[src/rtl/sys_bus_pkg.sv]
// sys_bus_pkg
//   Shared types and helpers for the system-bus fabric.
//   - own_state_t : bus ownership states (CPU_OWN, HALT_WAIT, DMA_OWN, RELEASE)
//   - SEL_W/SEL_NONE : width and "no device selected" code of the registered
//     read-return select; SEL_NONE lies outside the 0..15 device range.
//   - region_hit  : masked address compare used by every region decoder.
package sys_bus_pkg;

    typedef enum logic [1:0] {
        CPU_OWN,
        HALT_WAIT,
        DMA_OWN,
        RELEASE
    } own_state_t;

    localparam int SEL_W = 5;
    localparam logic [SEL_W-1:0] SEL_NONE = '1;

    // Operands are widened to 32 bits so one function serves any ADDR_W <= 32.
    function automatic logic region_hit(input logic [31:0] addr,
                                        input logic [31:0] base,
                                        input logic [31:0] mask);
        return (addr & mask) == base;
    endfunction

endpackage

[src/rtl/sys_bus_fabric_if.sv]
// sys_bus_fabric_if
//   Bundles the CPU, DMA (MARIA) and slave-side signals of the system bus.
//   Modports:
//     master : the bus environment (CPU wrapper, DMA master, slave read data)
//     slave  : the fabric itself (decodes, arbitrates, returns read data)
//   Signals:
//     cpu_addr/cpu_wdata/cpu_rw/cpu_sync  CPU request and haltable-cycle flag
//     cpu_halt_n                          0 = CPU must stall
//     dma_req/dma_addr/dma_done           DMA bus request, address, burst end
//     dma_grant                           DMA owns the bus
//     bus_addr/bus_rw                     muxed address and rw to slaves
//     dev_cs                              one-hot chip selects
//     dev_rdata                           packed slave read data
//     rdata                               returned read data
interface sys_bus_fabric_if #(
    parameter int ADDR_W = 16,
    parameter int DATA_W = 8,
    parameter int N_DEV  = 8
);

    logic [ADDR_W-1:0]       cpu_addr;
    logic [DATA_W-1:0]       cpu_wdata;
    logic                    cpu_rw;
    logic                    cpu_sync;
    logic                    cpu_halt_n;
    logic                    dma_req;
    logic [ADDR_W-1:0]       dma_addr;
    logic                    dma_done;
    logic                    dma_grant;
    logic [ADDR_W-1:0]       bus_addr;
    logic                    bus_rw;
    logic [N_DEV-1:0]        dev_cs;
    logic [N_DEV*DATA_W-1:0] dev_rdata;
    logic [DATA_W-1:0]       rdata;

    modport master (
        output cpu_addr, cpu_wdata, cpu_rw, cpu_sync,
        output dma_req, dma_addr, dma_done,
        output dev_rdata,
        input  cpu_halt_n, dma_grant, bus_addr, bus_rw, dev_cs, rdata
    );

    modport slave (
        input  cpu_addr, cpu_wdata, cpu_rw, cpu_sync,
        input  dma_req, dma_addr, dma_done,
        input  dev_rdata,
        output cpu_halt_n, dma_grant, bus_addr, bus_rw, dev_cs, rdata
    );

endinterface

[src/rtl/bus_own_fsm.sv]
// bus_own_fsm
//   Bus ownership handshake between the CPU and the DMA master.
//   The CPU is halted first and the DMA master is granted only once the CPU
//   reports a haltable cycle boundary; after the burst one RELEASE cycle
//   keeps the CPU halted while the bus settles back to the CPU side.
//   Ports:
//     memclk    in   bus clock
//     reset     in   asynchronous, active-high
//     dma_req   in   DMA master requests the bus
//     cpu_sync  in   CPU is at a haltable cycle boundary
//     dma_done  in   single-cycle end-of-burst pulse
//     state_q   out  current ownership state
//     halt_n_q  out  registered CPU halt (0 = stall)
//     grant_q   out  registered DMA grant
module bus_own_fsm
    import sys_bus_pkg::*;
(
    input  logic       memclk,
    input  logic       reset,
    input  logic       dma_req,
    input  logic       cpu_sync,
    input  logic       dma_done,
    output own_state_t state_q,
    output logic       halt_n_q,
    output logic       grant_q
);

    // Outputs are set on the transition into each state so they are glitch
    // free flops; a request and sync arriving together still pass through
    // HALT_WAIT for at least one cycle.
    always_ff @(posedge memclk or posedge reset) begin
        if (reset) begin
            state_q  <= CPU_OWN;
            halt_n_q <= 1'b1;
            grant_q  <= 1'b0;
        end else begin
            case (state_q)
                CPU_OWN: begin
                    if (dma_req) begin
                        state_q  <= HALT_WAIT;
                        halt_n_q <= 1'b0;
                    end
                end
                HALT_WAIT: begin
                    if (!dma_req) begin
                        state_q  <= CPU_OWN;
                        halt_n_q <= 1'b1;
                    end else if (cpu_sync) begin
                        state_q <= DMA_OWN;
                        grant_q <= 1'b1;
                    end
                end
                DMA_OWN: begin
                    if (dma_done) begin
                        state_q <= RELEASE;
                        grant_q <= 1'b0;
                    end
                end
                RELEASE: begin
                    // A pending request skips the CPU slot and halts again.
                    if (dma_req) begin
                        state_q <= HALT_WAIT;
                    end else begin
                        state_q  <= CPU_OWN;
                        halt_n_q <= 1'b1;
                    end
                end
                default: begin
                    state_q  <= CPU_OWN;
                    halt_n_q <= 1'b1;
                    grant_q  <= 1'b0;
                end
            endcase
        end
    end

endmodule

[src/rtl/sys_bus_fabric.sv]
// sys_bus_fabric
//   Generic system-bus fabric between the 6502 wrapper, the MARIA DMA master
//   and all memory/IO slaves: N_DEV region decoder, CPU/DMA ownership
//   handshake, registered read-return select and a lockable control register.
//   Ports:
//     memclk       in   bus clock
//     reset        in   asynchronous, active-high
//     bus          if   sys_bus_fabric_if.slave (CPU, DMA and slave signals)
//     ctrl_q       out  control register, bit0 = lock
//     ctrl_writes  out  accepted control writes, saturating at WR_SAT
//   Configuration macro:
//     OPEN_BUS_EN  unmapped reads return the last mapped read data instead
//                  of DEFAULT_DATA.
module sys_bus_fabric
    import sys_bus_pkg::*;
#(
    parameter int                      ADDR_W       = 16,
    parameter int                      DATA_W       = 8,
    parameter int                      N_DEV        = 8,
    parameter logic [N_DEV*ADDR_W-1:0] DEV_BASE     = {16'h4000, 16'h0000, 16'h0280, 16'hC000,
                                                       16'h8000, 16'h4000, 16'h1800, 16'h2000},
    parameter logic [N_DEV*ADDR_W-1:0] DEV_MASK     = {16'hF000, 16'hFF00, 16'hFF80, 16'hC000,
                                                       16'hC000, 16'hC000, 16'hF800, 16'hE000},
    parameter logic [ADDR_W-1:0]       CTRL_BASE    = 16'h0000,
    parameter logic [ADDR_W-1:0]       CTRL_MASK    = 16'hFFE0,
    parameter int                      CTRL_W       = 4,
    parameter int                      WR_SAT       = 2,
    parameter logic [DATA_W-1:0]       DEFAULT_DATA = 8'h46
)(
    input  logic                          memclk,
    input  logic                          reset,
    sys_bus_fabric_if.slave               bus,
    output logic [CTRL_W-1:0]             ctrl_q,
    output logic [$clog2(WR_SAT+1)-1:0]   ctrl_writes
);

    localparam int CNT_W = $clog2(WR_SAT + 1);

    own_state_t        own_state;
    logic              fsm_halt_n;
    logic              fsm_grant;
    logic [ADDR_W-1:0] mux_addr;
    logic              mux_rw;
    logic              found;
    logic [SEL_W-1:0]  win_idx;
    logic [N_DEV-1:0]  cs;
    logic [SEL_W-1:0]  sel_d, sel_q;
    logic              mapped;
    logic [DATA_W-1:0] mapped_data;
    logic [DATA_W-1:0] rdata_mux;
    logic              ctrl_wr;
    logic [CTRL_W-1:0] ctrl_d;
    logic [CNT_W-1:0]  writes_d, writes_q;
`ifdef OPEN_BUS_EN
    logic [DATA_W-1:0] open_d, open_q;
`endif

    bus_own_fsm u_own_fsm (
        .memclk   (memclk),
        .reset    (reset),
        .dma_req  (bus.dma_req),
        .cpu_sync (bus.cpu_sync),
        .dma_done (bus.dma_done),
        .state_q  (own_state),
        .halt_n_q (fsm_halt_n),
        .grant_q  (fsm_grant)
    );

    // The DMA master only reads, so rw is forced high while it owns the bus.
    always_comb begin
        mux_addr = fsm_grant ? bus.dma_addr : bus.cpu_addr;
        mux_rw   = fsm_grant ? 1'b1 : bus.cpu_rw;
    end

    // Lowest-index hit wins. Writes into the control window are consumed by
    // the fabric, so no slave is selected even if a region overlaps it.
    always_comb begin
        found   = 1'b0;
        win_idx = SEL_NONE;
        for (int i = 0; i < N_DEV; i++) begin
            if (!found && region_hit(32'(mux_addr),
                                     32'(DEV_BASE[i*ADDR_W +: ADDR_W]),
                                     32'(DEV_MASK[i*ADDR_W +: ADDR_W]))) begin
                found   = 1'b1;
                win_idx = SEL_W'(i);
            end
        end
        if (!mux_rw && region_hit(32'(mux_addr), 32'(CTRL_BASE), 32'(CTRL_MASK))) begin
            found   = 1'b0;
            win_idx = SEL_NONE;
        end
        cs = '0;
        for (int i = 0; i < N_DEV; i++) begin
            cs[i] = found && (win_idx == SEL_W'(i));
        end
        sel_d = win_idx;
    end

    // Read data returns one cycle after the address phase via sel_q.
    always_comb begin
        mapped      = 1'b0;
        mapped_data = DEFAULT_DATA;
        for (int i = 0; i < N_DEV; i++) begin
            if (sel_q == SEL_W'(i)) begin
                mapped      = 1'b1;
                mapped_data = bus.dev_rdata[i*DATA_W +: DATA_W];
            end
        end
`ifdef OPEN_BUS_EN
        open_d    = mapped ? mapped_data : open_q;
        rdata_mux = mapped ? mapped_data : open_q;
`else
        rdata_mux = mapped ? mapped_data : DEFAULT_DATA;
`endif
    end

    // Only the CPU can write the control register, and only while unlocked;
    // once bit0 is set the register and its write count freeze until reset.
    always_comb begin
        ctrl_d   = ctrl_q;
        writes_d = writes_q;
        ctrl_wr  = (own_state == CPU_OWN) && !bus.cpu_rw && !ctrl_q[0] &&
                   region_hit(32'(bus.cpu_addr), 32'(CTRL_BASE), 32'(CTRL_MASK));
        if (ctrl_wr) begin
            ctrl_d = bus.cpu_wdata[CTRL_W-1:0];
            if (writes_q != CNT_W'(WR_SAT)) begin
                writes_d = writes_q + CNT_W'(1);
            end
        end
    end

    always_ff @(posedge memclk or posedge reset) begin
        if (reset) begin
            sel_q    <= SEL_NONE;
            ctrl_q   <= '0;
            writes_q <= '0;
`ifdef OPEN_BUS_EN
            open_q   <= DEFAULT_DATA;
`endif
        end else begin
            sel_q    <= sel_d;
            ctrl_q   <= ctrl_d;
            writes_q <= writes_d;
`ifdef OPEN_BUS_EN
            open_q   <= open_d;
`endif
        end
    end

    assign bus.cpu_halt_n = fsm_halt_n;
    assign bus.dma_grant  = fsm_grant;
    assign bus.bus_addr   = mux_addr;
    assign bus.bus_rw     = mux_rw;
    assign bus.dev_cs     = cs;
    assign bus.rdata      = rdata_mux;
    assign ctrl_writes    = writes_q;

endmodule

[src/flat_wrapper.sv]
// flat-port wrapper written by rule: the top's interface ports become plain ports
module sys_bus_fabric_flat import sys_bus_pkg::*;
#(
    parameter int                      ADDR_W       = 16,
    parameter int                      DATA_W       = 8,
    parameter int                      N_DEV        = 8,
    parameter logic [N_DEV*ADDR_W-1:0] DEV_BASE     = {16'h4000, 16'h0000, 16'h0280, 16'hC000,
                                                       16'h8000, 16'h4000, 16'h1800, 16'h2000},
    parameter logic [N_DEV*ADDR_W-1:0] DEV_MASK     = {16'hF000, 16'hFF00, 16'hFF80, 16'hC000,
                                                       16'hC000, 16'hC000, 16'hF800, 16'hE000},
    parameter logic [ADDR_W-1:0]       CTRL_BASE    = 16'h0000,
    parameter logic [ADDR_W-1:0]       CTRL_MASK    = 16'hFFE0,
    parameter int                      CTRL_W       = 4,
    parameter int                      WR_SAT       = 2,
    parameter logic [DATA_W-1:0]       DEFAULT_DATA = 8'h46
)
  (memclk, reset, ctrl_q, ctrl_writes, bus_cpu_addr, bus_cpu_wdata, bus_cpu_rw, bus_cpu_sync, bus_dma_req, bus_dma_addr, bus_dma_done, bus_dev_rdata, bus_cpu_halt_n, bus_dma_grant, bus_bus_addr, bus_bus_rw, bus_dev_cs, bus_rdata);
  sys_bus_fabric_if #(.ADDR_W(ADDR_W), .DATA_W(DATA_W), .N_DEV(N_DEV)) bus_i ();
  input  logic memclk;
  input  logic reset;
  output logic [CTRL_W-1:0] ctrl_q;
  output logic [$clog2(WR_SAT+1)-1:0] ctrl_writes;
  input wire logic [$bits(bus_i.cpu_addr)-1:0] bus_cpu_addr;
  input wire logic [$bits(bus_i.cpu_wdata)-1:0] bus_cpu_wdata;
  input wire logic [$bits(bus_i.cpu_rw)-1:0] bus_cpu_rw;
  input wire logic [$bits(bus_i.cpu_sync)-1:0] bus_cpu_sync;
  input wire logic [$bits(bus_i.dma_req)-1:0] bus_dma_req;
  input wire logic [$bits(bus_i.dma_addr)-1:0] bus_dma_addr;
  input wire logic [$bits(bus_i.dma_done)-1:0] bus_dma_done;
  input wire logic [$bits(bus_i.dev_rdata)-1:0] bus_dev_rdata;
  output wire logic [$bits(bus_i.cpu_halt_n)-1:0] bus_cpu_halt_n;
  output wire logic [$bits(bus_i.dma_grant)-1:0] bus_dma_grant;
  output wire logic [$bits(bus_i.bus_addr)-1:0] bus_bus_addr;
  output wire logic [$bits(bus_i.bus_rw)-1:0] bus_bus_rw;
  output wire logic [$bits(bus_i.dev_cs)-1:0] bus_dev_cs;
  output wire logic [$bits(bus_i.rdata)-1:0] bus_rdata;
  assign bus_i.cpu_addr = bus_cpu_addr;
  assign bus_i.cpu_wdata = bus_cpu_wdata;
  assign bus_i.cpu_rw = bus_cpu_rw;
  assign bus_i.cpu_sync = bus_cpu_sync;
  assign bus_i.dma_req = bus_dma_req;
  assign bus_i.dma_addr = bus_dma_addr;
  assign bus_i.dma_done = bus_dma_done;
  assign bus_i.dev_rdata = bus_dev_rdata;
  assign bus_cpu_halt_n = bus_i.cpu_halt_n;
  assign bus_dma_grant = bus_i.dma_grant;
  assign bus_bus_addr = bus_i.bus_addr;
  assign bus_bus_rw = bus_i.bus_rw;
  assign bus_dev_cs = bus_i.dev_cs;
  assign bus_rdata = bus_i.rdata;
  sys_bus_fabric #(.ADDR_W(ADDR_W), .DATA_W(DATA_W), .N_DEV(N_DEV), .DEV_BASE(DEV_BASE), .DEV_MASK(DEV_MASK), .CTRL_BASE(CTRL_BASE), .CTRL_MASK(CTRL_MASK), .CTRL_W(CTRL_W), .WR_SAT(WR_SAT), .DEFAULT_DATA(DEFAULT_DATA)) u_core (.memclk(memclk), .reset(reset), .bus(bus_i), .ctrl_q(ctrl_q), .ctrl_writes(ctrl_writes));
endmodule
[config.mk]
export PLATFORM = sky130hd
export DESIGN_NAME = sys_bus_fabric_flat
export DESIGN_NICKNAME = d
export VERILOG_FILES = /design/src/rtl/sys_bus_pkg.sv /design/src/rtl/sys_bus_fabric_if.sv /design/src/rtl/bus_own_fsm.sv /design/src/rtl/sys_bus_fabric.sv /design/src/flat_wrapper.sv
export SDC_FILE = /design/constraint.sdc
export NUM_CORES = 1
export LEC_CHECK = 0
export BUFFER_PORTS_ARGS = -buffer_cell sky130_fd_sc_hd__buf_2
export CORE_AREA = 2 2 69 71
export CTS_BUF_LIST = sky130_fd_sc_hd__clkbuf_2 sky130_fd_sc_hd__clkbuf_4 sky130_fd_sc_hd__clkbuf_8
export CTS_CLUSTER_DIAMETER = 200
export DETAILED_ROUTE_END_ITERATION = 16
export DIE_AREA = 0 0 71 73
export GPL_TIMING_DRIVEN = 0
export PLACE_DENSITY = 0.91
export SETUP_SLACK_MARGIN = 0.5
export SLEW_MARGIN = 20
export SYNTH_ARGS = -nofsm -noshare
export SYNTH_HDL_FRONTEND = slang
export SYNTH_SLANG_ARGS = --single-unit
[constraint.sdc]
create_clock -name memclk -period 2 [get_ports memclk]
set_clock_uncertainty 0.2 [all_clocks]
set_input_delay 0.1 -clock memclk [delete_from_list [all_inputs] [get_ports memclk]]
set_output_delay 0.1 -clock memclk [all_outputs]
set_load 0.01 [all_outputs]
==> Yosys cells after proc, flatten, opt, wreduce, memory -nomap -nowiden <==
Index checks and enable logic that the tools add are counted.
{ "word_totals": {"rom_bits": 0, "n_memories": 0, "latchBits": 0, "word_cells": 130, "mem_bits_rw": 0, "ff_bits": 15, "input_bits": 110, "output_inout_bits": 41} }
{ "classes": {"muxes": 50, "order_cmp": 0, "eq_ne": 31, "reduce_logical": 42, "n_bitwise": 0, "shift": 0, "n_mul": 0, "addsub": 1, "n_div": 0} }
{ "ops": {"columns": ["op", "count"], "rows": [
  ["$logic_not 32->1", 3],
  ["$mux 8", 9],
  ["$mux 5", 9],
  ["$eq 5x3->1 const B", 8],
  ["$eq 5x2->1 const B", 5],
  ["$mux 1", 24],
  ["$logic_and 1x1->1", 19],
  ["$mux 16", 1],
  ["$ne 2x2->1 const B", 6],
  ["$eq 5x1->1 const B", 2],
  ["$logic_not 1->1", 10],
  ["$logic_not 5->1", 2],
  ["$eq 9x3->1 const B", 1],
  ["$eq 2x2->1 const B", 4],
  ["$mux 2", 4],
  ["$pmux 2 s4", 1],
  ["$reduce_and 3->1", 2],
  ["$eq 2x1->1 const B", 2],
  ["$eq 4x3->1 const B", 1],
  ["$pmux 1 s2", 2],
  ["$reduce_and 4->1", 1],
  ["$reduce_bool 2->1", 2],
  ["$eq 3x1->1 const B", 1],
  ["$ne 3x3->1 const B", 1],
  ["4 further kinds", 4]
]} }

==> Logic depth before layout (Yosys ltp) <==
Gate-level depths: netlist of run 1.
{ "logic_depth": {"depth_word": 27, "ltp_mapped": 7, "mapped_depth_nobuf": 5} }

==> Modules after synthesis <==
From an unflattened synthesis of run 1, not the netlist that was laid out.
{ "unflattened": {"cells_unflattened": 208, "area_unflattened_um2": 1736.7} }
{ "by_module_without_submodules": {"columns": ["module", "area_per_inst_um2", "n_inst", "seq_area_each_um2", "cells_each"], "rows": [
  ["sys_bus_fabric", 1552.7, 1, 255.2, 187],
  ["bus_own_fsm", 183.9, 1, 101.3, 21]
]} }

==> Least setup slack after synthesis of run 1 <==
OpenSTA, ideal clock, no wires.
{ "synth_path": {"path_type": "flip-flop to output port", "start": "register u_core.sel_q[0]", "end": "output bus_rdata[2]", "arrival_ns": 1.515, "path_buffers": 3, "setup_slack_ns": 0.185, "required_time_ns": 1.700, "path_stages_with_launch": 8, "path_cell_list": "dfstp_2 buf_4 buf_4 buf_2 nand2_1 nand2_1 a21oi_1 a21oi_1"} }
{ "synth_between": {"elab_chain_cells": 10, "elab_cells_between_ends": 25, "cone_classes": "eq/ne (7); mux (17); reduce/logical (1)"} }
{ "synth_rtl": {"columns": ["item", "line", "text"], "rows": [
  ["start, declared", "sys_bus_fabric.sv:47", "logic [SEL_W-1:0] sel_d, sel_q;"],
  ["start signal, assigned", "sys_bus_fabric.sv:141", "sel_q <= sel_d;"],
  ["$logic_not 5->1", "sys_bus_fabric.sv:104", "if (sel_q == SEL_W'(i)) begin"],
  ["$mux 8 or $mux 1 (tied branches) (8 in a row)", "sys_bus_fabric.sv:104", null],
  ["$mux 8 (*)", "sys_bus_fabric.sv:113", "rdata_mux = mapped ? mapped_data : DEFAULT_DATA;"],
  ["end, declared", "flat_wrapper.sv:36", "output wire logic [$bits(bus_i.rdata)-1:0] bus_rdata;"]
]} }
Mark *: on every way between the ends. The rest lies on a longest branch, timed or not.

==> Final worst setup path of run 1 <==
{ "layout_path": {"start": "register u_core.sel_q[0]", "end": "output bus_rdata[1]"} }
The elaborated chain is that of the path after synthesis.

==> results of run 1 <==
-- repair_timing --
item,in CTS,in global routing
endpoints found under the setup margin,41,43
gates resized for setup,86,27
hold buffers,8,0
cloned,3,1
buffers inserted,19,12
pin swaps,12,13
hold endpoints to repair,18,0
-- metal layers --
metal  vias to the layer above  GRT usage (%)
met4                         0           9.01
met3                        22           3.31
met1                      1091           28.4
met2                       137           50.9
met5                         -              0
li1                       1126              -
-- layout make-up --
| cell class | instances | area (um^2) |
|---|---|---|
| repair buffers | 188 | 1300 |
| well taps | 54 | 67.6 |
| plain buffers | 13 | 139 |
| fillers | 315 | 1040 |
| flip-flops and latches | 14 | 360 |
| clock buffers | 4 | 55.1 |
| multi-input cells | 160 | 1530 |
| inverters | 11 | 43.8 |
-- logic make-up (layout without fill, tap and decap cells) --
kind of cell	after synthesis	in the layout	share of synthesized area [%]
simple gates	65	65	23.6
buf+inv	24	216	6.45
fa+ha+maj	1	1	0.750
flops	14	14	21.4
mux	42	42	28.1
compound gates	50	50	19.0
xor+xnor	1	1	0.525
other cells	1	1	0.225
-- power by group --
group / switching [uW] / leakage, uW / internal, uW / total [uW]
logic: 1460 / 0.00159 / 1850 / 3310
clock network: 95.9 / 0.0000288 / 174 / 270
registers: 92.7 / 0.000166 / 386 / 479
total: 1650 / 0.00179 / 2410 / 4050
-- critical path, cell delays in order, from the launching register on --
cell,delay [ns]
dfstp_2,0.54
buf_8,0.14
buf_4,0.12
mux4_2,0.51
a21oi_2,0.15
nand2_1,0.06
buf_2,0.14
-- how the worst max path moves through the flow --
stage / cells past startpoint / slack, ns / to / startpoint
2_1_floorplan: 6 / 0.30 / bus_rdata[5] / u_core.sel_q[0]
3_3_place_gp: 6 / -0.05 / bus_rdata[4] / u_core.sel_q[2]
3_5_place_dp: 7 / -0.05 / bus_rdata[4] / u_core.sel_q[0]
4_1_cts: 7 / -0.19 / bus_rdata[4] / u_core.sel_q[0]
5_1_grt: 6 / -0.27 / bus_rdata[1] / u_core.sel_q[0]
6_report: 6 / -0.21 / bus_rdata[1] / u_core.sel_q[0]
-- per-stage QoR --
step | util (%) | power (uW) | hold WS [ns] | TNS [ns] | setup WS (ns)
global placement | 56.4 | 2450 | -0.0552 | -0.111 | -0.0532
detailed placement | 56.4 | 2460 | -0.0418 | -0.0583 | -0.0547
finish | 77.1 | 4050 | 0.00187 | -1.35 | -0.205
floorplan | - | 1830 | -0.214 | 0 | 0.302
global route | 77.1 | 4270 | 0.0291 | -1.95 | -0.268
CTS | 72.0 | 3660 | -0.0130 | -1.09 | -0.186
-- registers in the layout, indices dropped and copies added, names as in the netlist, named ones only --
| name | count |
|---|---|
| u_core.u_own_fsm.grant_q | 1 |
| u_core.u_own_fsm.state_q | 1 |
| u_core.ctrl_writes | 2 |
| u_core.ctrl_q | 4 |
| u_core.u_own_fsm.halt_n_q | 1 |
| u_core.sel_q | 4 |
-- cell usage in the layout (no fill, tap or decap), types with 4 or more instances in the layout --
cell type and n:
inv_1 9, nor2b_1 7, a21oi_1 5, nor3_1 4, buf_8 4, a21oi_2 6
nor2_1 8, dfrtp_1 6, dfstp_2 5, o21ai_0 7, o22ai_1 8, clkbuf_8 4
a211oi_2 4, buf_2 128, mux2_4 17, mux2i_1 17, buf_6 31, buf_4 20
nand2_1 11, dlygate4sd3_1 8
==> impl_metrics.py, run 1 <==
metrics = {
    "clock_network": {
        "clk_latency_ns": 0.24,
        "tritoncts": "yes",
        "cts_buffer_depth": 2,
        "numCtsBuffers": 3,
        "cts_num_sinks": 14,
        "clock-root-buffer": "clkbuf_8",
        "cts_max_level": 1,
        "clkTransAtPathRegs_ns": 0.06,
    },
    "timing": {
        "slew_viol_final": 0,
        "tightest_slew_ns": 0.519,
        "fin_crit_ns": 2.21,
        "setup_viol": 8,
        "finalWorstSetupSlack_ns": -0.205,
        "finalCritPeriodShare_pct": 110,
        "finalHoldViolations": 0,
        "rsz0062_at_grt": "true",
        "fmax_mhz": 454,
        "slew_headroom_pct": 65.1,
    },
    "detailed_routing": {
        "wl_met2_um": 4030,
        "drt_wl_total_um": 7470,
        "drc_errors": 0,
        "dr_wl_met3_um": 574,
        "vias": 2376,
        "top_layer": "met4",
        "dr.pass1.iters": 4,
        "met1_length_um": 2630,
        "vias_per_cell": 5.35,
        "wl_per_cell_um": 16.8,
        "drt_iter0_drc": 118,
        "antenna_left": 0,
    },
    "floorplanning": {
        "dieHeight_um": 73,
        "die_w_um": 71,
        "row_count": 25,
        "core_area_um2": 4540,
        "dieArea_um2": 5180,
        "ios": 151,
        "initial_utilization_pct": 36.8,
    },
    "logic_synthesis": {
        "yosysWarnings": 0,
        "ys_seq_area_share_pct": 21.4,
        "synthTopCellsByArea": "dfrtp_1 14%, mux2i_1 13%, mux2_2 11%",
        "syn_area_per_cell_um2": 8.42,
        "synth-seq-cells": 14,
        "synth_cells": 198,
        "syn_nets": 309,
        "synth_edf_count": 0,
        "ys_types": 51,
        "synthTopCellsByCount": "22 x mux2i_1, 16 x mux2_2, 13 x nand2_1",
        "synth_top_area_share_pct": 13.5,
        "synth_area_um2": 1670,
        "yosysMostFrequentCell": "mux2i_1",
        "synthArstFlopShare_pct": 100,
        "synth-main-ff-cell": "dfrtp_1",
        "yosys.area.top_type": "dfrtp_1",
    },
    "placed_design": {
        "hpwl_um": 4810,
        "numPlacedInstances": 397,
        "placed_area_um2": 2560,
        "gp_congestion": 0.957,
        "portBuffers": 145,
    },
    "worst_hold_path": {
        "min_path_cells": 4,
        "hold_class": "in2reg",
        "hold_end": "u_core.sel_q[3]",
        "worstHoldStart": "bus_cpu_addr[5]",
    },
    "grt": {
        "grt_usage_pct": 25.9,
        "grt-ovfl-total": 0,
        "grt_pass1_wl_um": 10900,
        "grt_antenna_before_repair": 0,
        "grt_pass1_vias": 2340,
        "grt_max_degree": 15,
    },
    "cells_and_area": {
        "stdcell_area_um2": 3500,
        "antenna_cells": 0,
        "nets": 502,
        "final_cells": 444,
        "area_growth_pct": 110,
        "drive_above_1_share_pct": 70.5,
    },
    "worst_setup_path": {
        "path_max_fanout": 8,
        "critPathLaunchType": "flip-flop",
        "rr_endpoint": "u_core.sel_q[1]",
        "r2r_slack_ns": 0.17,
        "cp-end-kind": "output pin",
        "crit_arrival_ns": 1.91,
        "required_ns": 1.70,
        "path_class": "reg2out",
        "r2r_cells": 9,
        "r2r_start": "u_core.u_own_fsm.grant_q",
    },
    "status": {
        "violations": "setup timing",
        "status": "complete, but fails checks",
    },
    "power_and_ir_drop": {
        "power_density_nw_per_um2": 1160,
        "static-leakage-power_uw": 0.00179,
        "vdd_drop_max_mv": 0.674,
    },
    "flow_run": {
        "maxCapViolCount": 0,
    },
}
Power figures use the tool's default switching activity.
==> inputs of run 2 (changes only) <==
--- a/config.mk
+++ b/config.mk
@@ -14,6 +14,7 @@
 export GPL_TIMING_DRIVEN = 0
 export PLACE_DENSITY = 0.91
 export SETUP_SLACK_MARGIN = 0.5
+export SKIP_CTS_REPAIR_TIMING = 1
 export SLEW_MARGIN = 20
 export SYNTH_ARGS = -nofsm -noshare
 export SYNTH_HDL_FRONTEND = slang
==> constraint.sdc (replaced) <==
create_clock -name memclk -period 2 [get_ports memclk]
set_clock_uncertainty 0.2 [all_clocks]
set_input_delay 0.2 -clock memclk [delete_from_list [all_inputs] [get_ports memclk]]
set_output_delay 0.2 -clock memclk [all_outputs]
set_load 0.01 [all_outputs]
==> run 2 against run 1 <==
Against the previous run: the flow still finishes with violations (setup timing); first-iteration DRC count fell by 43%; critical path depth grew 1; via count down 2.1%; design area fell by 5.9%; clock-buffer cell count stayed put; power fell by 7.2%; core utilization fell by 4.6 points; highest routed layer unchanged; combinational power shrank 8.5%; global-route usage is 5.7 points lower.
==> impl_metrics.py, run 2 (synthesis results as in run 1) <==
metrics = {
    "placed_design": {
        "placed_area_um2": 2570,
        "gp_congestion": 1.06,
        "pre_cts_ws_ns": -0.162,
        "portBuffers": 145,
        "hpwl_um": 4710,
    },
    "floorplanning": {
        "initial_utilization_pct": 36.8,
        "die_w_um": 71,
        "row_count": 25,
        "ios": 151,
        "dieArea_um2": 5180,
        "dieHeight_um": 73,
        "core_area_um2": 4540,
    },
    "worst_setup_path": {
        "slowest_delay_ns": 0.56,
        "crit_arrival_ns": 1.91,
        "required_ns": 1.60,
        "path_class": "reg2out",
        "critPathLaunchType": "flip-flop",
        "cp-end-kind": "output pin",
        "r2r_start": "u_core.u_own_fsm.grant_q",
        "rr_endpoint": "u_core.sel_q[1]",
        "r2r_slack_ns": 0.22,
        "path_max_fanout": 5,
        "r2r_cells": 7,
        "cp_slowest_cell": "dfstp_2",
        "path_cells": "buf_12 > buf_6 > mux2i_1 > o22ai_2 > a211oi_2 > o22ai_1 > buf_2",
    },
    "cells_and_area": {
        "seq_area_um2": 358,
        "final_common_cell": "buf_2",
        "nets": 483,
        "final_cell_mix": "128 x buf_2, 23 x buf_6, 17 x mux2i_1",
        "antenna_cells": 0,
        "drive_above_1_share_pct": 67.9,
        "stdcell_area_um2": 3290,
        "fillers": 328,
        "area_growth_pct": 97.3,
        "multi_input_area_um2": 1490,
    },
    "detailed_routing": {
        "drt_iter0_drc": 67,
        "vias": 2327,
        "antenna_left": 0,
        "dr.pass1.iters": 4,
        "vias_per_cell": 5.48,
        "wl_per_cell_um": 16.5,
        "drc_errors": 0,
        "drt_wl_total_um": 7020,
    },
    "grt": {
        "grt.met1_usage_pct": 22.0,
        "grt_max_degree": 15,
        "use_met2_pct": 39.8,
        "gr-max-usage-layer": "met2",
        "grt_antenna_before_repair": 0,
        "grtUsageMet3_pct": 3.59,
        "grt_usage_pct": 20.2,
        "grt_pass1_vias": 1989,
        "grt-ovfl-total": 0,
        "grt_pass1_wl_um": 8600,
    },
    "timing": {
        "slew_viol_final": 0,
        "fmax_mhz": 432,
        "rsz0062_at_grt": "true",
        "setup_viol": 16,
        "tightest_slew_ns": 0.532,
        "finalWorstSetupSlack_ns": -0.312,
        "fin_crit_ns": 2.31,
        "finalHoldViolations": 0,
        "slew_headroom_pct": 64.5,
        "finalCritPeriodShare_pct": 116,
    },
    "worst_hold_path": {
        "min_path_cells": 3,
        "hold_class": "in2reg",
        "hold_end": "u_core.ctrl_q[0]",
        "worstHoldStart": "bus_cpu_wdata[0]",
    },
    "clock_network": {
        "cts_buffer_depth": 2,
        "clock-root-buffer": "clkbuf_8",
        "clkTransAtPathRegs_ns": 0.05,
        "numCtsBuffers": 3,
        "tritoncts": "yes",
        "clk_latency_ns": 0.24,
        "cts_max_level": 1,
        "cts_num_sinks": 14,
    },
    "power_and_ir_drop": {
        "p_comb_share_pct": 80.4,
        "seq_power_share_pct": 12.4,
        "power_density_nw_per_um2": 1140,
        "totalPowerFinal_uw": 3760,
        "clkPwrFrac_pct": 7.2,
        "internal_power_uw": 2210,
        "vdd_drop_max_mv": 0.704,
        "static-leakage-power_uw": 0.00167,
        "switching_share_pct": 41.2,
        "p_sw_uw": 1550,
    },
    "status": {
        "violations": "setup timing",
        "status": "complete, but fails checks",
    },
    "flow_run": {
        "maxCapViolCount": 0,
    },
}
[run 2: cell count changes in the layout (fill, tap and decap cells not counted), sizes merged]
cell         change
buf             -18
dlygate4sd3      -3
clkbuf           +2
[run 2: final cells by class]
cell class	instances	area share (%)
buffer	13	4.60
inverter	11	1.25
timing repair buffer	169	34.1
tap	54	2.05
multi-input combinational	160	45.4
clock buffer	4	1.67
sequential	14	10.9
[run 2: layer usage]
metal / wire length (um) / up-vias
li1: - / 1082
met1: 2420 / 1092
met2: 3850 / 140
met3: 591 / 13
met4: 155 / 0
met5: 0 / -
[run 2: power by group through the flow]
| stage | logic (uW) | clock network (uW) | registers, uW |
|---|---|---|---|
| floorplan | 1410 | 0 | 451 |
| CTS | 2030 | 283 | 457 |
| global route | 3190 | 294 | 479 |
| finish | 3030 | 270 | 468 |
| detailed placement | 2020 | 0 | 461 |
| global placement | 1990 | 0 | 459 |
[run 2: critical path: cells and delay by family (launching register included)]
kind / cells / cell delay [ns]
AOI/OAI and AO/OA: 3 / 0.48
buffers and inverters: 3 / 0.42
DFF: 1 / 0.56
muxes: 1 / 0.21
[run 2: worst max path at each step]
stage | from | to | slack [ns] | depth (start not counted)
2_1_floorplan | u_core.sel_q[0] | bus_rdata[5] | 0.20 | 6
3_3_place_gp | u_core.sel_q[0] | bus_rdata[7] | -0.16 | 7
3_5_place_dp | u_core.sel_q[0] | bus_rdata[7] | -0.16 | 7
4_1_cts | u_core.sel_q[0] | bus_rdata[7] | -0.44 | 7
5_1_grt | u_core.sel_q[0] | bus_rdata[3] | -0.40 | 7
6_report | u_core.sel_q[0] | bus_rdata[3] | -0.31 | 7
[run 2: metrics by stage]
step,cells,hold slack [ns],util (%),setup TNS [ns]
after floorplan,198,-0.114,-,0
after global placement,397,0.0644,56.7,-0.718
after detailed placement,397,0.0660,56.7,-0.823
after CTS,401,-0.199,58.0,-3.29
after global routing,425,0.0540,72.6,-3.49
final,425,0.0300,72.6,-2.38
==> inputs of run 3 (changes only) <==
--- a/config.mk
+++ b/config.mk
@@ -12,10 +12,11 @@
 export DETAILED_ROUTE_END_ITERATION = 16
 export DIE_AREA = 0 0 71 73
 export GPL_TIMING_DRIVEN = 0
-export PLACE_DENSITY = 0.91
+export PLACE_DENSITY = 0.93
 export SETUP_SLACK_MARGIN = 0.5
 export SKIP_CTS_REPAIR_TIMING = 1
 export SLEW_MARGIN = 20
 export SYNTH_ARGS = -nofsm -noshare
 export SYNTH_HDL_FRONTEND = slang
+export SYNTH_HIERARCHICAL = 1
 export SYNTH_SLANG_ARGS = --single-unit
==> run 3 against run 2 <==
Against the previous run: the run still ends with setup timing left; wire length rose by 11%; final cell count up 2.6%; combinational power rose by 5%; via count is 5.1% higher; sequential cell count unchanged; non-clock buffer count up 3; critical endpoint is now bus_rdata[1]; highest routed layer unchanged.
==> impl_metrics.py, run 3 <==
metrics = {
    "worst_setup_path": {
        "slowest_delay_ns": 0.54,
        "path_class": "reg2out",
        "crit_top_cell": "buf_2",
        "r2r_start": "u_core/u_own_fsm/grant_q",
        "critPathLaunchType": "flip-flop",
        "crit_arrival_ns": 1.91,
        "cp_slowest_cell": "dfstp_2",
        "cp-startpoint": "u_core/sel_q[3]",
        "required_ns": 1.60,
        "setup.worst_path.end": "bus_rdata[1]",
        "path_max_fanout": 6,
        "path_cells": "and3b_1 > buf_2 > inv_2 > o21ai_0 > o41ai_2 > buf_2",
        "r2r_cells": 7,
        "cp-end-kind": "output pin",
        "rr_endpoint": "u_core/sel_q[3]",
        "r2r_slack_ns": 0,
    },
    "logic_synthesis": {
        "synth_edf_count": 0,
        "ys_types": 57,
        "synth-main-ff-cell": "dfrtp_1",
        "syn_area_per_cell_um2": 8.35,
        "synthArstFlopShare_pct": 100,
        "synth_cells": 208,
        "synth-seq-cells": 14,
        "ys_seq_area_share_pct": 20.5,
        "syn_nets": 319,
        "synthTopCellsByCount": "17 x mux2_2, 16 x a21oi_1, 14 x inv_1",
        "synth_top_area_share_pct": 13.0,
        "yosys.area.top_type": "dfrtp_1",
        "yosysWarnings": 6,
        "synthTopCellsByArea": "dfrtp_1 13%, mux2_2 11%, dfstp_2 7.6%",
        "yosysMostFrequentCell": "mux2_2",
        "synth_area_um2": 1740,
    },
    "floorplanning": {
        "die_w_um": 71,
        "ios": 151,
        "row_count": 25,
        "dieArea_um2": 5180,
        "core_area_um2": 4540,
        "initial_utilization_pct": 38.3,
        "dieHeight_um": 73,
    },
    "worst_hold_path": {
        "hold_class": "in2reg",
    },
    "power_and_ir_drop": {
        "vdd_drop_max_mv": 0.715,
        "static-leakage-power_uw": 0.00169,
        "power_density_nw_per_um2": 1190,
    },
    "grt": {
        "grt_usage_pct": 21.8,
        "grt_antenna_before_repair": 0,
        "grt_pass1_wl_um": 9360,
        "grt-ovfl-total": 0,
        "grt_pass1_vias": 2137,
        "grt_max_degree": 11,
    },
    "timing": {
        "finalWorstSetupSlack_ns": -0.309,
        "slew_headroom_pct": 58.1,
        "slew_viol_final": 0,
        "fmax_mhz": 433,
        "rsz0062_at_grt": "true",
        "tightest_slew_ns": 0.623,
        "finalCritPeriodShare_pct": 115,
        "finalHoldViolations": 0,
        "fin_crit_ns": 2.31,
        "setup_viol": 10,
    },
    "detailed_routing": {
        "drc_errors": 0,
        "drt_wl_total_um": 7790,
        "vias_per_cell": 5.61,
        "antenna_left": 0,
        "drt_iter0_drc": 105,
        "vias": 2446,
        "dr.pass1.iters": 4,
        "wl_per_cell_um": 17.9,
    },
    "clock_network": {
        "clk_latency_ns": 0.24,
        "cts_num_sinks": 14,
        "cts_buffer_depth": 2,
        "cts_max_level": 1,
        "clkTransAtPathRegs_ns": 0.06,
        "clock-root-buffer": "clkbuf_8",
        "tritoncts": "yes",
        "numCtsBuffers": 3,
    },
    "placed_design": {
        "hpwl_um": 4940,
        "portBuffers": 145,
        "gp_congestion": 0.945,
        "numPlacedInstances": 407,
    },
    "status": {
        "status": "complete, but fails checks",
        "violations": "setup timing",
    },
    "cells_and_area": {
        "drive_above_1_share_pct": 64.9,
        "fillers": 320,
        "antenna_cells": 0,
        "final_cell_mix": "130 x buf_2, 31 x buf_6, 19 x mux2_4",
        "final_common_cell": "buf_2",
        "nets": 494,
        "final_core_utilization_pct": 72.8,
        "final_cells": 436,
        "area_growth_pct": 90.2,
    },
    "flow_run": {
        "maxCapViolCount": 0,
    },
}
## run 3: changes by cell type after synthesis, moves of 4 or more
cell / change
mux2i_1: -14
a22oi_1: +4
a21o_1: +10
and3_1: +4
nand3b_1: +8
o22ai_1: -10
nand2_1: -7
a21oi_1: +5
o221ai_1: +4
o2bb2ai_1: +4
## run 3: routing by layer
metal | track usage (%) | vias to the layer above | routed length [um]
met5 | 0 | - | 0
met4 | 6.08 | 0 | 159
met3 | 2.62 | 20 | 670
met2 | 42.8 | 167 | 4280
met1 | 24.5 | 1132 | 2670
li1 | - | 1127 | -
## run 3: layout make-up
| cell class | instances | area, um^2 | area share (%) |
|---|---|---|---|
| Buffer | 15 | 166 | 5.04 |
| Clock buffer | 4 | 55.1 | 1.67 |
| Inverter | 15 | 58.8 | 1.78 |
| Multi-Input combinational cell | 164 | 1480 | 44.9 |
| Sequential cell | 14 | 359 | 10.9 |
| Tap cell | 54 | 67.6 | 2.05 |
| Timing Repair Buffer | 170 | 1110 | 33.7 |
## run 3: worst min path at each step
stage	depth (start not counted)	from	to	slack, ns
after floorplan	1	reset	asynchronous set/reset pin	-0.23
after global placement	2	reset	u_core/u_own_fsm/state_q[0]	-0.10
after detailed placement	2	reset	asynchronous set/reset pin	-0.1
after CTS	2	reset	u_core/u_own_fsm/grant_q	-0.36
after global routing	3	bus_cpu_wdata[0]	u_core/ctrl_q[0]	0.02
final	3	bus_cpu_wdata[0]	u_core/ctrl_q[0]	0.004
## run 3: cells by family (layout without fill, tap and decap cells)
kind of cell | Yosys count | count (layout) | share of synthesized area, %
compound gates | 63 | 63 | 25.4
xor+xnor | 1 | 1 | 0.504
fa+ha+maj | 1 | 1 | 0.720
buf+inv | 30 | 204 | 8.57
flops | 14 | 14 | 20.5
mux | 29 | 29 | 19.1
other cells | 1 | 1 | 0.216
simple gates | 69 | 69 | 24.9
## run 3: report_power, final
group          internal, uW  switching, uW  leakage, uW
Combinational          1710           1460      0.00149
Sequential              386            103     0.000167
Clock                   174           95.5    0.0000288
## run 3: metrics by stage
step | hold slack, ns | TNS, ns | cell area, um^2 | setup slack, ns | total power [uW]
2_1_floorplan | -0.235 | 0 | 1890 | 0.182 | 2070
3_3_place_gp | -0.104 | -0.0812 | 2690 | -0.0567 | 2690
3_5_place_dp | -0.0988 | -0.0995 | 2690 | -0.0694 | 2750
4_1_cts | -0.359 | -2.07 | 2740 | -0.340 | 3020
5_1_grt | 0.0220 | -2.55 | 3300 | -0.378 | 4120
6_report | 0.00412 | -1.76 | 3300 | -0.309 | 3920
## run 3: critical path, delay by kind of cell (launching register included)
family / cells / cell delay (ns)
simple gates: 1 / 0.17
buf+inv: 3 / 0.46
compound gates: 2 / 0.50
flops: 1 / 0.54
